[src/rtl/apb_defs.sv]
// apb_defs: state encoding, default widths and UART register offsets shared by the APB bridge files
package apb_defs;
  localparam int APB_ADDR_WIDTH = 16;
  localparam int APB_BUS_WIDTH = 16;
  localparam int APB_ADDR_WRITE = 0;
  localparam int APB_ADDR_READ = 1;
  typedef enum logic [1:0] {
    APB_IDLE   = 2'd0,
    APB_SETUP  = 2'd1,
    APB_ACCESS = 2'd2
  } apb_state_e;
  function automatic int timer_width(input int cycles);
    return cycles < 1 ? 1 : $clog2(cycles + 1);
  endfunction
endpackage

[src/rtl/apb_wait_timer.sv]
// apb_wait_timer: saturating ACCESS wait-state counter with an expiry pulse at TIMEOUT_CYCLES
module apb_wait_timer
  import apb_defs::*;
#(
  parameter int TIMEOUT_CYCLES = 1023
) (
  input  logic clk,
  input  logic reset_n,
  input  logic clear,
  input  logic count_en,
  output logic expired
);
  localparam int CW = timer_width(TIMEOUT_CYCLES);
  localparam logic [CW-1:0] LIMIT = CW'(TIMEOUT_CYCLES);
  logic [CW-1:0] count;
  always_ff @(posedge clk or negedge reset_n) begin
    if (!reset_n) count <= '0;
    else if (clear) count <= '0;
    else if (count_en && count != LIMIT) count <= count + 1'b1;
  end
  // fires on the wait cycle that would bring the count up to the limit
  assign expired = (TIMEOUT_CYCLES != 0) && count_en && (count == LIMIT - 1'b1);
endmodule

[src/rtl/apb_master_bridge.sv]
// apb_master_bridge: valid/ready request to APB SETUP/ACCESS initiator with wait-state timeout
module apb_master_bridge
  import apb_defs::*;
#(
  parameter int ADDR_WIDTH = APB_ADDR_WIDTH,
  parameter int BUS_WIDTH = APB_BUS_WIDTH,
  parameter int TIMEOUT_CYCLES = 1023
) (
  input  logic                  clk,
  input  logic                  reset_n,
  input  logic                  req_valid,
  output logic                  req_ready,
  input  logic [ADDR_WIDTH-1:0] req_addr,
  input  logic                  req_write,
  input  logic [BUS_WIDTH-1:0]  req_wdata,
  output logic                  rsp_valid,
  output logic [BUS_WIDTH-1:0]  rsp_rdata,
  output logic                  rsp_err,
  output logic [ADDR_WIDTH-1:0] M_PADDR,
  output logic                  M_PWRITE,
  output logic                  M_PSELx,
  output logic                  M_PENABLE,
  output logic [BUS_WIDTH-1:0]  M_PWDATA,
  input  logic [BUS_WIDTH-1:0]  M_PRDATA,
  input  logic                  M_PREADY
);
  apb_state_e state, state_next;
  logic ready, handshake, expired, done;
  // a floating or unknown PREADY must never complete a transfer
  assign ready = M_PREADY === 1'b1;
  assign handshake = req_valid && req_ready;
  apb_wait_timer #(.TIMEOUT_CYCLES(TIMEOUT_CYCLES)) u_timer (
    .clk(clk),
    .reset_n(reset_n),
    .clear(handshake),
    .count_en(state == APB_ACCESS && !ready),
    .expired(expired)
  );
  always_ff @(posedge clk or negedge reset_n) begin
    if (!reset_n) state <= APB_IDLE;
    else state <= state_next;
  end
  always_comb begin
    req_ready = reset_n && state == APB_IDLE;
    M_PSELx = state != APB_IDLE;
    M_PENABLE = state == APB_ACCESS;
    done = state == APB_ACCESS && (ready || expired);
    state_next = state == APB_IDLE ? (req_valid && reset_n ? APB_SETUP : APB_IDLE) :
                 state == APB_SETUP ? APB_ACCESS :
                 done ? APB_IDLE : APB_ACCESS;
  end
  always_ff @(posedge clk or negedge reset_n) begin
    if (!reset_n) begin
      M_PADDR <= '0;
      M_PWRITE <= 1'b0;
      M_PWDATA <= '0;
      rsp_valid <= 1'b0;
      rsp_err <= 1'b0;
      rsp_rdata <= '0;
    end else begin
      if (handshake) begin
        M_PADDR <= req_addr;
        M_PWRITE <= req_write;
        M_PWDATA <= req_wdata;
      end
      rsp_valid <= done;
      rsp_err <= done && !ready;
      rsp_rdata <= done && ready && !M_PWRITE ? M_PRDATA : '0;
    end
  end
endmodule

[config.mk]
export PLATFORM = sky130hd
export DESIGN_NAME = apb_master_bridge
export DESIGN_NICKNAME = d
export VERILOG_FILES = /design/src/rtl/apb_defs.sv /design/src/rtl/apb_wait_timer.sv /design/src/rtl/apb_master_bridge.sv
export SDC_FILE = /design/constraint.sdc
export NUM_CORES = 1
export LEC_CHECK = 0
export ABC_AREA = 1
export CORE_MARGIN = 2
export CORE_UTILIZATION = 39
export DETAILED_ROUTE_END_ITERATION = 12
export PLACE_DENSITY = 0.74
export SYNTH_ARGS = -nofsm -noshare
export SYNTH_HDL_FRONTEND = slang
export SYNTH_SLANG_ARGS = --single-unit
export TNS_END_PERCENT = 30
[constraint.sdc]
create_clock -name clk -period 1.2 [get_ports clk]
set_input_delay 0.24 -clock clk [delete_from_list [all_inputs] [get_ports clk]]
set_output_delay 0.24 -clock clk [all_outputs]
set_load 0.005 [all_outputs]
==> results_dict.tcl <==
set metrics [dict create \
    status "finished with violations" \
    violations "setup timing" \
    finClkSkew_ps 5.98 \
    numPortBuffers 106 \
    grt_pass1_wl_microns 10200 \
    cts_max_level 3 \
    hp-class "primary input to asynchronous set/reset pin" \
    hold_violations 0 \
    track_usage 0.175 \
    wirelength_microns 6390 \
    cts-root-buf "clkbuf_8" \
    cp_max_fo 2 \
    die_area_sq_um 7460 \
    ios 107 \
    antenna_found_initial 0 \
    syn_to_final_growth_pct 58.8 \
    fin_ws_ps -191 \
    synthTopCellsByCount "129 x nand2_1, 63 x dfrtp_1, 28 x inv_1" \
    drtAntennaViolNets 0 \
    yosysSeqAreaShare 0.596 \
    period_minus_slack_ps 1390 \
    synth.most_common_cell "nand2_1" \
    final_nets 487 \
    ys_warn_count 0 \
    dp_hpwl_microns 4550 \
    grt_pass1_vias 2248 \
    dr.pass1.iters 4 \
    critPathCaptureType "output port" \
    tritoncts "done" \
    n_antenna_cell 0 \
    vdd_drop_max_uv 1210 \
    whs_ps 92.3 \
    synth_top_cell_by_area "dfrtp_1" \
    drcViolationCount 0 \
    power_density_nw_per_um2 1940 \
    final.setup.tns_ps -4450 \
    timing.fmax_mhz 719 \
    path_clk_slew_ps 70 \
    synth_edf_count 0 \
    worstPathRequired_ps 960 \
    clk_latency_ps 340 \
    start_util 0.396 \
    drv_slew 0 \
    wl_per_cell_microns 12.4 \
    drt_iter0_drc 61 \
    dominantRegCellSynth "dfrtp_1" \
    synthArstFlopShare 1.00 \
    setup_viol 65 \
    ys_top_cells_by_area "dfrtp_1 60%, nand2_1 18%, inv_1 4.0%, nor2_2 2.6%, nand4_1 2.1%" \
    cts_buffers 9 \
    clock_path_buffers 2 \
    num_vias 2325 \
    path_class "flop to output port" \
    maxCapViolCount 0 \
    ys_ff_latch 63 \
    max_slew_margin 0.479 \
    period_share 1.16 \
    ys_types 25 \
    core-area_sq_um 6680 \
    p_total_mw 8.14 \
    row_count 30 \
    rsz0062_at_grt "true" \
    placed_cells 492 \
    gr-total-overflow 0 \
    syn-num-nets 349 \
    syn_area_per_cell_sq_um 9.00 \
    dieWidth_microns 86.4 \
    grt_max_degree 64 \
    syn_area_sq_um 2650 \
    netlist_instances 294 \
    die_y_microns 86.4 \
    cts_num_sinks 63 \
    fin_util 0.629 \
    cp-start-kind "flop" \
    leakage_nw 2.22 \
    drive_above_1_share 0.275 \
    synth_top_area_share 0.596 \
    worst_pin_slew_ps 782 \
    finalNonFillerCells 517 \
    arrival_ps 1150 \
    viasPerCell 4.50 \
    routabilityCongestion 0.845 \
]
-- path summary, 6_finish.rpt --
path,start,endpoint,slack [ps],cells after the start
setup / recovery,state[0],req_ready,-190,4
hold / removal,reset_n,u_timer.count[4],90,2
setup reg to reg,u_timer.count[0],u_timer.count[3],-120,8
hold reg to reg,M_PADDR[5],M_PADDR[5],480,2
max in group asynchronous,reset_n,M_PWDATA[15],600,2
min in group clk,M_PRDATA[5],rsp_rdata[5],420,3
-- state kept, by name (all words and copies together), names as in the netlist --
| register | cells |
|---|---|
| rsp_err | 1 |
| M_PADDR | 16 |
| rsp_rdata | 16 |
| state | 2 |
| M_PWRITE | 1 |
| u_timer.count | 10 |
| M_PWDATA | 16 |
| rsp_valid | 1 |
-- cells in the final DEF, fill, tap and decap left out, types with 12 or more instances in the layout --
| cell type | instances |
|---|---|
| clkbuf_2 | 22 |
| nor2_1 | 12 |
| nor2_2 | 14 |
| dfrtp_1 | 63 |
| buf_4 | 24 |
| clkdlybuf4s15_1 | 27 |
| nand2_2 | 14 |
| nand2_1 | 116 |
| inv_1 | 26 |
| clkdlybuf4s50_1 | 51 |
-- metrics by stage --
step	setup slack [ps]	cell area, sq um
2_1_floorplan	-16.6	2650
3_3_place_gp	-236	3940
3_5_place_dp	-263	3940
4_1_cts	-249	4200
5_1_grt	-244	4200
6_report	-191	4200
-- worst max-delay path, cell delays in order, from the launching register on --
cell and delay, ps:
dfrtp_1 390, nor2_2 140, inv_2 60, nor2_4 110
buf_2 130
-- timing repair --
item,CTS,global route
buffers inserted,8,0
pin swaps,3,10
hold buffers,0,0
cloned,0,1
resized for setup,123,49
endpoints found under the setup margin,111,88
-- per-layer routing --
metal / GRT usage / vias to the layer above / wire length [microns]
met2: 0.291 / 80 / 3290
met3: 0.0686 / 5 / 497
met5: 0 / - / 0
met1: 0.206 / 1080 / 2570
li1: - / 1160 / -
met4: 0.0597 / 0 / 41
-- cell families (layout without fill, tap and decap cells) --
logic type	Yosys count	in the layout	share of synthesized area
AND/OR/NAND/NOR	182	182	0.300
buffers and inverters	42	185	0.0813
XOR/XNOR	2	2	0.00662
flip-flops	63	63	0.596
AO/OA/AOI/OAI	3	3	0.00709
adder cells (fa/ha/maj)	2	2	0.00945
-- layout make-up --
type / instances / area, sq um
inverters: 32 / 150
multi-input cells: 189 / 927
clock inverters: 6 / 83.8
well taps: 80 / 100
repair buffers: 137 / 1240
flip-flops and latches: 63 / 1580
clock buffers: 10 / 128
fillers: 571 / 2480
-- where the power goes --
part | internal [mW] | total (mW) | leakage [nW] | switching [mW]
Sequential | 2.82 | 3.21 | 0.820 | 0.388
Clock | 1.17 | 1.98 | 0.110 | 0.815
Combinational | 1.57 | 2.95 | 1.29 | 1.38
No activity file was read; power rests on OpenSTA's default activity.
